==> src/rtl/rv32_div_pkg.sv <==
// Shared definitions for the iterative RV32M divider.
// Holds the default operand width, the funct3[1:0] operation encodings,
// the control-FSM state enumeration and the INT_MIN / ALL_ONES constants.
// No ports (package).
package rv32_div_pkg;

    localparam int DEF_XLEN = 32;

    // funct3[1:0] of the RV32M divide group
    typedef enum logic [1:0] {
        OP_DIV  = 2'b00,
        OP_DIVU = 2'b01,
        OP_REM  = 2'b10,
        OP_REMU = 2'b11
    } div_op_e;

    typedef enum logic [2:0] {
        ST_IDLE = 3'd0,
        ST_PREP = 3'd1,
        ST_ITER = 3'd2,
        ST_FIX  = 3'd3,
        ST_DONE = 3'd4
    } div_state_e;

    localparam logic [DEF_XLEN-1:0] INT_MIN  = {1'b1, {(DEF_XLEN-1){1'b0}}};
    localparam logic [DEF_XLEN-1:0] ALL_ONES = {DEF_XLEN{1'b1}};

endpackage

==> src/rtl/rv32_div_iter_if.sv <==
// Request/response bundle between the execute stage and the divider.
// Signals:
//   start  - request, sampled only while the divider is idle
//   op     - funct3[1:0]: 00 DIV, 01 DIVU, 10 REM, 11 REMU
//   rs1    - dividend, rs2 - divisor (latched on acceptance)
//   flush  - kill the in-flight operation
//   busy   - high in every state except idle (drives the pipeline stall)
//   done   - one-cycle pulse, result valid in the same cycle
//   result - quotient or remainder, held until the next completed operation
// Handshake: a request is accepted on a rising clk edge where start=1,
// flush=0 and busy=0. Exactly one done pulse follows each accepted request
// unless it is flushed or reset first; start while busy is ignored.
// Modports: master (execute stage) and slave (divider).
interface rv32_div_iter_if #(
    parameter int XLEN = rv32_div_pkg::DEF_XLEN
);
    logic            start;
    logic [1:0]      op;
    logic [XLEN-1:0] rs1;
    logic [XLEN-1:0] rs2;
    logic            flush;
    logic            busy;
    logic            done;
    logic [XLEN-1:0] result;

    modport master (
        output start, op, rs1, rs2, flush,
        input  busy, done, result
    );

    modport slave (
        input  start, op, rs1, rs2, flush,
        output busy, done, result
    );
endinterface

==> src/rtl/rv32_div_step.sv <==
// One restoring radix-2 division step (purely combinational).
// Ports:
//   rem_quo      in  2*XLEN  {partial remainder, quotient/dividend shift reg}
//   divisor      in  XLEN    unsigned divisor magnitude
//   rem_quo_next out 2*XLEN  {rem,quo} after one shift + trial subtract
module rv32_div_step
    import rv32_div_pkg::*;
#(
    parameter int XLEN = DEF_XLEN
) (
    input  logic [2*XLEN-1:0] rem_quo,
    input  logic [XLEN-1:0]   divisor,
    output logic [2*XLEN-1:0] rem_quo_next
);
    logic [XLEN:0] shifted;
    logic [XLEN:0] diff;

    always_comb begin
        // remainder shifted left with the quotient MSB brought in; one extra
        // bit because the shifted remainder can reach 2*divisor-1
        shifted = rem_quo[2*XLEN-1:XLEN-1];
        diff    = shifted - {1'b0, divisor};
        if (diff[XLEN]) begin
            rem_quo_next = {shifted[XLEN-1:0], rem_quo[XLEN-2:0], 1'b0};
        end else begin
            rem_quo_next = {diff[XLEN-1:0], rem_quo[XLEN-2:0], 1'b1};
        end
    end
endmodule

==> src/rtl/rv32_div_iter.sv <==
// Iterative radix-2 restoring divider for RV32M DIV/DIVU/REM/REMU.
// Sequence IDLE -> PREP -> ITER (XLEN cycles) -> FIX -> DONE -> IDLE;
// done pulses 34 cycles after the accepting edge for XLEN=32.
// Optional feature macro RV32_DIV_EARLY_OUT_EN: divide-by-zero and signed
// overflow are resolved in IDLE and jump straight to DONE.
// Ports:
//   clk       in  rising-edge clock
//   rst       in  asynchronous active-high reset
//   bus       slave modport of rv32_div_iter_if (start/op/rs1/rs2/flush,
//             busy/done/result)
//   dbg_state out current FSM state
module rv32_div_iter
    import rv32_div_pkg::*;
#(
    parameter int XLEN = DEF_XLEN
) (
    input  logic           clk,
    input  logic           rst,
    rv32_div_iter_if.slave bus,
    output div_state_e     dbg_state
);
    localparam int CNT_W = $clog2(XLEN);
    localparam logic [XLEN-1:0] MIN_VAL  = {1'b1, {(XLEN-1){1'b0}}};
    localparam logic [XLEN-1:0] ONES_VAL = {XLEN{1'b1}};

    div_state_e        state;
    div_state_e        state_next;
    logic [1:0]        op_q;
    logic [XLEN-1:0]   a_q;
    logic [XLEN-1:0]   b_q;
    logic [XLEN-1:0]   rem_q;
    logic [XLEN-1:0]   quo_q;
    logic [XLEN-1:0]   dvs_q;
    logic              q_neg_q;
    logic              r_neg_q;
    logic [CNT_W-1:0]  cnt_q;
    logic [XLEN-1:0]   result_q;
    logic [2*XLEN-1:0] step_next;
    logic              accept;
    logic              early;
    logic              is_signed;
    logic [XLEN-1:0]   abs_a;
    logic [XLEN-1:0]   abs_b;
    logic [XLEN-1:0]   quo_fix;
    logic [XLEN-1:0]   rem_fix;
    logic [XLEN:0]     spec_fix;
    logic [XLEN-1:0]   fix_value;

    // {hit, value}: RISC-V defined results that bypass the normal sign fixup
    function automatic logic [XLEN:0] special_case(input logic [1:0]      f_op,
                                                   input logic [XLEN-1:0] f_a,
                                                   input logic [XLEN-1:0] f_b);
        logic [XLEN:0] r;
        r = '0;
        if (f_b == '0) begin
            r = {1'b1, (f_op[1] ? f_a : ONES_VAL)};
        end else if (!f_op[0] && f_a == MIN_VAL && f_b == ONES_VAL) begin
            r = {1'b1, (f_op[1] ? {XLEN{1'b0}} : MIN_VAL)};
        end
        return r;
    endfunction

    assign accept = (state == ST_IDLE) && bus.start && !bus.flush;

`ifdef RV32_DIV_EARLY_OUT_EN
    logic [XLEN:0] spec_in;
    assign spec_in = special_case(bus.op, bus.rs1, bus.rs2);
    assign early   = spec_in[XLEN];
`else
    assign early = 1'b0;
`endif

    // ---------------- FSM: state register ----------------
    always_ff @(posedge clk or posedge rst) begin
        if (rst) begin
            state <= ST_IDLE;
        end else begin
            state <= state_next;
        end
    end

    // ---------------- FSM: next state ----------------
    always_comb begin
        state_next = state;
        if (state != ST_IDLE && bus.flush) begin
            state_next = ST_IDLE;
        end else begin
            case (state)
                ST_IDLE: if (accept) state_next = early ? ST_DONE : ST_PREP;
                ST_PREP: state_next = ST_ITER;
                ST_ITER: if (cnt_q == CNT_W'(XLEN-1)) state_next = ST_FIX;
                ST_FIX:  state_next = ST_DONE;
                ST_DONE: state_next = ST_IDLE;
                default: state_next = ST_IDLE;
            endcase
        end
    end

    // ---------------- FSM: outputs ----------------
    always_comb begin
        bus.busy = (state != ST_IDLE);
        bus.done = (state == ST_DONE);
    end

    assign bus.result = result_q;
    assign dbg_state  = state;

    // ---------------- datapath ----------------
    assign is_signed = !op_q[0];
    assign abs_a     = (is_signed && a_q[XLEN-1]) ? -a_q : a_q;
    assign abs_b     = (is_signed && b_q[XLEN-1]) ? -b_q : b_q;
    assign quo_fix   = q_neg_q ? -quo_q : quo_q;
    assign rem_fix   = r_neg_q ? -rem_q : rem_q;
    assign spec_fix  = special_case(op_q, a_q, b_q);
    assign fix_value = spec_fix[XLEN] ? spec_fix[XLEN-1:0]
                                      : (op_q[1] ? rem_fix : quo_fix);

    rv32_div_step #(.XLEN(XLEN)) u_step (
        .rem_quo      ({rem_q, quo_q}),
        .divisor      (dvs_q),
        .rem_quo_next (step_next)
    );

    always_ff @(posedge clk or posedge rst) begin
        if (rst) begin
            op_q     <= '0;
            a_q      <= '0;
            b_q      <= '0;
            rem_q    <= '0;
            quo_q    <= '0;
            dvs_q    <= '0;
            q_neg_q  <= 1'b0;
            r_neg_q  <= 1'b0;
            cnt_q    <= '0;
            result_q <= '0;
        end else begin
            case (state)
                ST_IDLE: begin
                    if (accept) begin
                        op_q <= bus.op;
                        a_q  <= bus.rs1;
                        b_q  <= bus.rs2;
`ifdef RV32_DIV_EARLY_OUT_EN
                        if (early) result_q <= spec_in[XLEN-1:0];
`endif
                    end
                end
                ST_PREP: begin
                    q_neg_q <= is_signed && (a_q[XLEN-1] ^ b_q[XLEN-1]);
                    r_neg_q <= is_signed && a_q[XLEN-1];
                    rem_q   <= '0;
                    quo_q   <= abs_a;
                    dvs_q   <= abs_b;
                    cnt_q   <= '0;
                end
                ST_ITER: begin
                    {rem_q, quo_q} <= step_next;
                    cnt_q          <= cnt_q + 1'b1;
                end
                ST_FIX: begin
                    // a flush here must leave the previous result visible
                    if (!bus.flush) result_q <= fix_value;
                end
                default: ;
            endcase
        end
    end
endmodule

==> src/flat_wrapper.sv <==
// flat-port wrapper written by rule: the top's interface ports become plain ports
module rv32_div_iter_flat import rv32_div_pkg::*;
#(
    parameter int XLEN = DEF_XLEN
)
  (clk, rst, dbg_state, bus_start, bus_op, bus_rs1, bus_rs2, bus_flush, bus_busy, bus_done, bus_result);
  rv32_div_iter_if #(.XLEN(XLEN)) bus_i ();
  input  logic clk;
  input  logic rst;
  output div_state_e dbg_state;
  input wire logic [$bits(bus_i.start)-1:0] bus_start;
  input wire logic [$bits(bus_i.op)-1:0] bus_op;
  input wire logic [$bits(bus_i.rs1)-1:0] bus_rs1;
  input wire logic [$bits(bus_i.rs2)-1:0] bus_rs2;
  input wire logic [$bits(bus_i.flush)-1:0] bus_flush;
  output wire logic [$bits(bus_i.busy)-1:0] bus_busy;
  output wire logic [$bits(bus_i.done)-1:0] bus_done;
  output wire logic [$bits(bus_i.result)-1:0] bus_result;
  assign bus_i.start = bus_start;
  assign bus_i.op = bus_op;
  assign bus_i.rs1 = bus_rs1;
  assign bus_i.rs2 = bus_rs2;
  assign bus_i.flush = bus_flush;
  assign bus_busy = bus_i.busy;
  assign bus_done = bus_i.done;
  assign bus_result = bus_i.result;
  rv32_div_iter #(.XLEN(XLEN)) u_core (.clk(clk), .rst(rst), .bus(bus_i), .dbg_state(dbg_state));
endmodule
==> config.mk <==
export PLATFORM = sky130hd
export DESIGN_NAME = rv32_div_iter_flat
export DESIGN_NICKNAME = d
export VERILOG_FILES = /design/src/rtl/rv32_div_pkg.sv /design/src/rtl/rv32_div_iter_if.sv /design/src/rtl/rv32_div_step.sv /design/src/rtl/rv32_div_iter.sv /design/src/flat_wrapper.sv
export SDC_FILE = /design/constraint.sdc
export NUM_CORES = 1
export LEC_CHECK = 0
export CAP_MARGIN = 10
export CORE_MARGIN = 1.5
export CORE_UTILIZATION = 60
export DETAILED_ROUTE_END_ITERATION = 8
export GPL_TIMING_DRIVEN = 0
export PLACE_DENSITY_LB_ADDON = 0.1
export SYNTH_ARGS = -nofsm -noshare
export SYNTH_HDL_FRONTEND = slang
export SYNTH_HIERARCHICAL = 1
export SYNTH_SLANG_ARGS = --single-unit
==> constraint.sdc <==
create_clock -name clk -period 15.4 [get_ports clk]
set_input_delay 1.54 -clock clk [delete_from_list [all_inputs] [get_ports clk]]
set_output_delay 1.54 -clock clk [all_outputs]
set_load 0.02 [all_outputs]
==> results.json <==
{
  "rsz0062_at_grt": "no",
  "path_cells": "inv_1 -> ha_1 -> fa_1 -> and2b_1 -> o2111ai_2 -> a21oi_2 -> o2111ai_1 -> a211oi_2 -> nor2_4 -> mux2i_4 -> and2_4 -> buf_12 -> inv_8 -> buf_12 -> mux2_4 -> a22o_1",
  "die_w_um": 155,
  "synth.area.top_cells": "dfrtp_1 (37%), mux2_2 (5.9%), xnor2_1 (5.0%)",
  "critical_path_class": "flip-flop to flip-flop",
  "outcome": "complete, no violations",
  "core_area_um2": 22700,
  "grt.total_usage_pct": 36.4,
  "clk_pin_slew_ns": 0.06,
  "netlist_area_um2": 13900,
  "synthSimpleGateAreaFrac_pct": 14.5,
  "clk_latency_ns": 0.54,
  "drt_first_pass_iters": 8,
  "max_freq_mhz": 239,
  "postCtsSetupRepairBufs": 0,
  "slew-limit-headroom_pct": 35.4,
  "dieArea_um2": 24100,
  "synth_xor_area_share_pct": 8.31,
  "post_cts_resized": 0,
  "start_kind": "flip-flop",
  "hold_viol_final": 0,
  "avgSynthCellArea_um2": 9.32,
  "ctsHoldBuffers": 0,
  "clockBufferDepth": 3,
  "met1_length_um": 18300,
  "fillers": 1796,
  "grt_max_degree": 104,
  "die_h_um": 155,
  "antenna_cells": 0,
  "yosysTopAreaCell": "dfrtp_1",
  "min_period_over_period_pct": 27.1,
  "stdcell_area_um2": 16200,
  "drc": 0,
  "cp_top_family": "compound AO/OA/AOI/OAI gates",
  "num_io_pins": 107,
  "drive_above_1_share_pct": 12.4,
  "synth-compound-area-share_pct": 21.6,
  "end_kind": "flip-flop",
  "async_flop_share_pct": 100,
  "port_buffers": 106,
  "placed_area_um2": 15400,
  "hpwl_um": 32200,
  "wl_met3_um": 4800,
  "yosysSeqAreaShare_pct": 36.7,
  "maxSlewViolCount": 0,
  "powerDensity_nw_per_um2": 245,
  "initial_core_util_pct": 61.3,
  "ys.flop_type": "dfrtp_1",
  "slowest_delay_ns": 0.48,
  "synthCells": 1493,
  "instances_no_fill": 1925,
  "skew_ns": 0.0100,
  "drv_cap": 0,
  "synth_warnings": 6,
  "cp_max_fo": 10,
  "setup_violations": 0,
  "cts_sinks": 204,
  "grt-ovfl-total": 0,
  "layout_common_cells": "dfrtp_1 (204), o21ai_0 (136), clkdlybuf4s50_1 (106), nand2_1 (87), clkbuf_1 (85)",
  "vdd_drop_max_mv": 0.123,
  "antenna_found_initial": 2,
  "ys_ff_latch": 204,
  "cpMaxStageDelayCell": "dfrtp_1",
  "crit_buf_inv": 4,
  "tns_ns": 0,
  "cts_tree": "done",
  "cp.arrival_ns": 4.60,
  "top_layer": "met5",
  "synth-edff-count": 0,
  "synthToLayoutAreaGrowth_pct": 16.2,
  "synth_top_family_by_area": "compound AO/OA/AOI/OAI gates",
  "muxShareOfSynthArea_pct": 8.91,
  "via_per_inst": 6.63,
  "rows": 55,
  "layout_commonest_cell": "dfrtp_1",
  "wl_um": 43400,
  "via_count": 12763,
  "syn_nets": 1603,
  "cts_made_buffers": 25,
  "ctsRootBufferMaster": "clkbuf_16",
  "yosys.area_share.adder_pct": 3.65,
  "hp-class": "flip-flop to flip-flop",
  "r2r_slack_ns": 11.22,
  "wl_met2_um": 18800,
  "final_antenna_net_count": 0,
  "cellLeakagePower_uw": 0.00688,
  "nets": 1737,
  "post-route-min-period_ns": 4.18,
  "grt_pass1_wl_um": 68000,
  "dp.cells": 1885,
  "place.gp.congestion": 0.954,
  "wire_per_inst_um": 22.6,
  "grt_pass1_vias": 12071,
  "synth_cell_types": 87,
  "synth_top_area_share_pct": 36.7,
  "final_util_pct": 71.2,
  "cp_common_cell": "buf_12",
  "tightest_slew_ns": 0.965,
  "drt_iter0_markers": 1593,
  "crit_required_ns": 15.82,
  "htree_levels": 1,
  "power.total_uw": 3960
}
[final timing paths]
kind                                              start                           endpoint  depth (start not counted)
setup / recovery           u_core/quo_q[31]$_DFFE_PP0P_       u_core/rem_q[28]$_DFFE_PP0P_                         16
hold / removal              u_core/dvs_q[3]$_DFFE_PP0P_        u_core/dvs_q[3]$_DFFE_PP0P_                          2
setup reg to reg           u_core/quo_q[31]$_DFFE_PP0P_       u_core/rem_q[28]$_DFFE_PP0P_                         16
hold reg to reg             u_core/dvs_q[3]$_DFFE_PP0P_        u_core/dvs_q[3]$_DFFE_PP0P_                          2
max in group asynchronous                           rst  u_core/bus.result[23]$_DFFE_PP0P_                          3
min in group asynchronous                           rst          u_core/b_q[7]$_DFFE_PP0P_                          2
[through the flow]
step                      setup slack, ns  hold WS (ns)
after detailed placement            11.32         0.472
after floorplan                      8.29         0.449
after CTS                           11.27         0.484
after global routing                11.03         0.501
after global placement               5.54         0.464
final                               11.22         0.479
[layer usage]
metal | global-route usage, % | vias to the layer above
met4 | 11.9 | 2
met2 | 54.6 | 716
met1 | 52.3 | 6164
li1 | - | 5769
met5 | 0.414 | -
met3 | 7.97 | 112
[worst reg2reg max path, cell delays in order, from the launching register on]
cell and delay (ns):
dfrtp_1 0.48, inv_1 0.08, ha_1 0.22, fa_1 0.40
and2b_1 0.26, o2111ai_2 0.14, a21oi_2 0.24, o2111ai_1 0.27
a211oi_2 0.37, nor2_4 0.11, mux2i_4 0.40, and2_4 0.24
buf_12 0.13, inv_8 0.05, buf_12 0.15, mux2_4 0.30
a22o_1 0.21
[final cells by class]
| class | instances | area [um^2] | area share, % |
|---|---|---|---|
| multi-input cells | 1109 | 7920 | 49.0 |
| flip-flops and latches | 204 | 5100 | 31.6 |
| repair buffers | 107 | 1090 | 6.74 |
| plain buffers | 129 | 692 | 4.28 |
| clock buffers | 31 | 688 | 4.26 |
| well taps | 285 | 357 | 2.21 |
| inverters | 51 | 206 | 1.28 |
| clock inverters | 9 | 101 | 0.627 |
[cell families (layout without fill, tap and decap cells)]
group | count (synthesis) | count (layout)
muxes | 104 | 104
DFF | 204 | 204
adders and majority gates | 40 | 40
and+or+nand+nor | 384 | 384
AOI/OAI and AO/OA | 449 | 449
buffers and inverters | 180 | 327
xor gates and xnor gates | 132 | 132
[registers in the layout, summed over array words and instances, names as in the netlist]
| name | cells |
|---|---|
| u_core/quo_q | 32 |
| u_core/r_neg_q | 1 |
| u_core/cnt_q | 5 |
| u_core/bus.result | 32 |
| u_core/dvs_q | 32 |
| u_core/op_q | 2 |
| u_core/a_q | 32 |
| u_core/dbg_state | 3 |
| u_core/q_neg_q | 1 |
| u_core/rem_q | 32 |
| u_core/b_q | 32 |
[synth_stat cells (4+ instances only)]
cell type  instances
mux2_4            19
o211ai_1           7
a31oi_1           22
xnor2_1           79
or3_1             17
a21o_1            17
nand2b_1           9
and3_1             7
nand4b_1           4
a21oi_1           73
o2111ai_1          6
ha_1              39
a221oi_1           7
nor2b_1            6
xor2_1            53
o21a_1             8
or4_1             22
mux2_2            73
nand3_1           33
nand4_1           25
clkbuf_1          83
nor3_1            27
dfrtp_1          204
nand2_1           87
a22o_1            34
a22oi_1           29
o211a_1           12
or2_2              7
nor3b_1            5
buf_4             34
inv_1             50
o41ai_1           19
mux2i_1           11
o31ai_1           36
o21bai_1           6
nor4_1            28
o21ai_0          136
nand3b_1           5
nor2_1            82
[where the power goes]
part | total [uW] | switching (uW) | internal (uW)
clock | 579 | 233 | 346
sequential | 1050 | 312 | 743
combinational | 2320 | 1220 | 1110
Power figures use the tool's default switching activity.
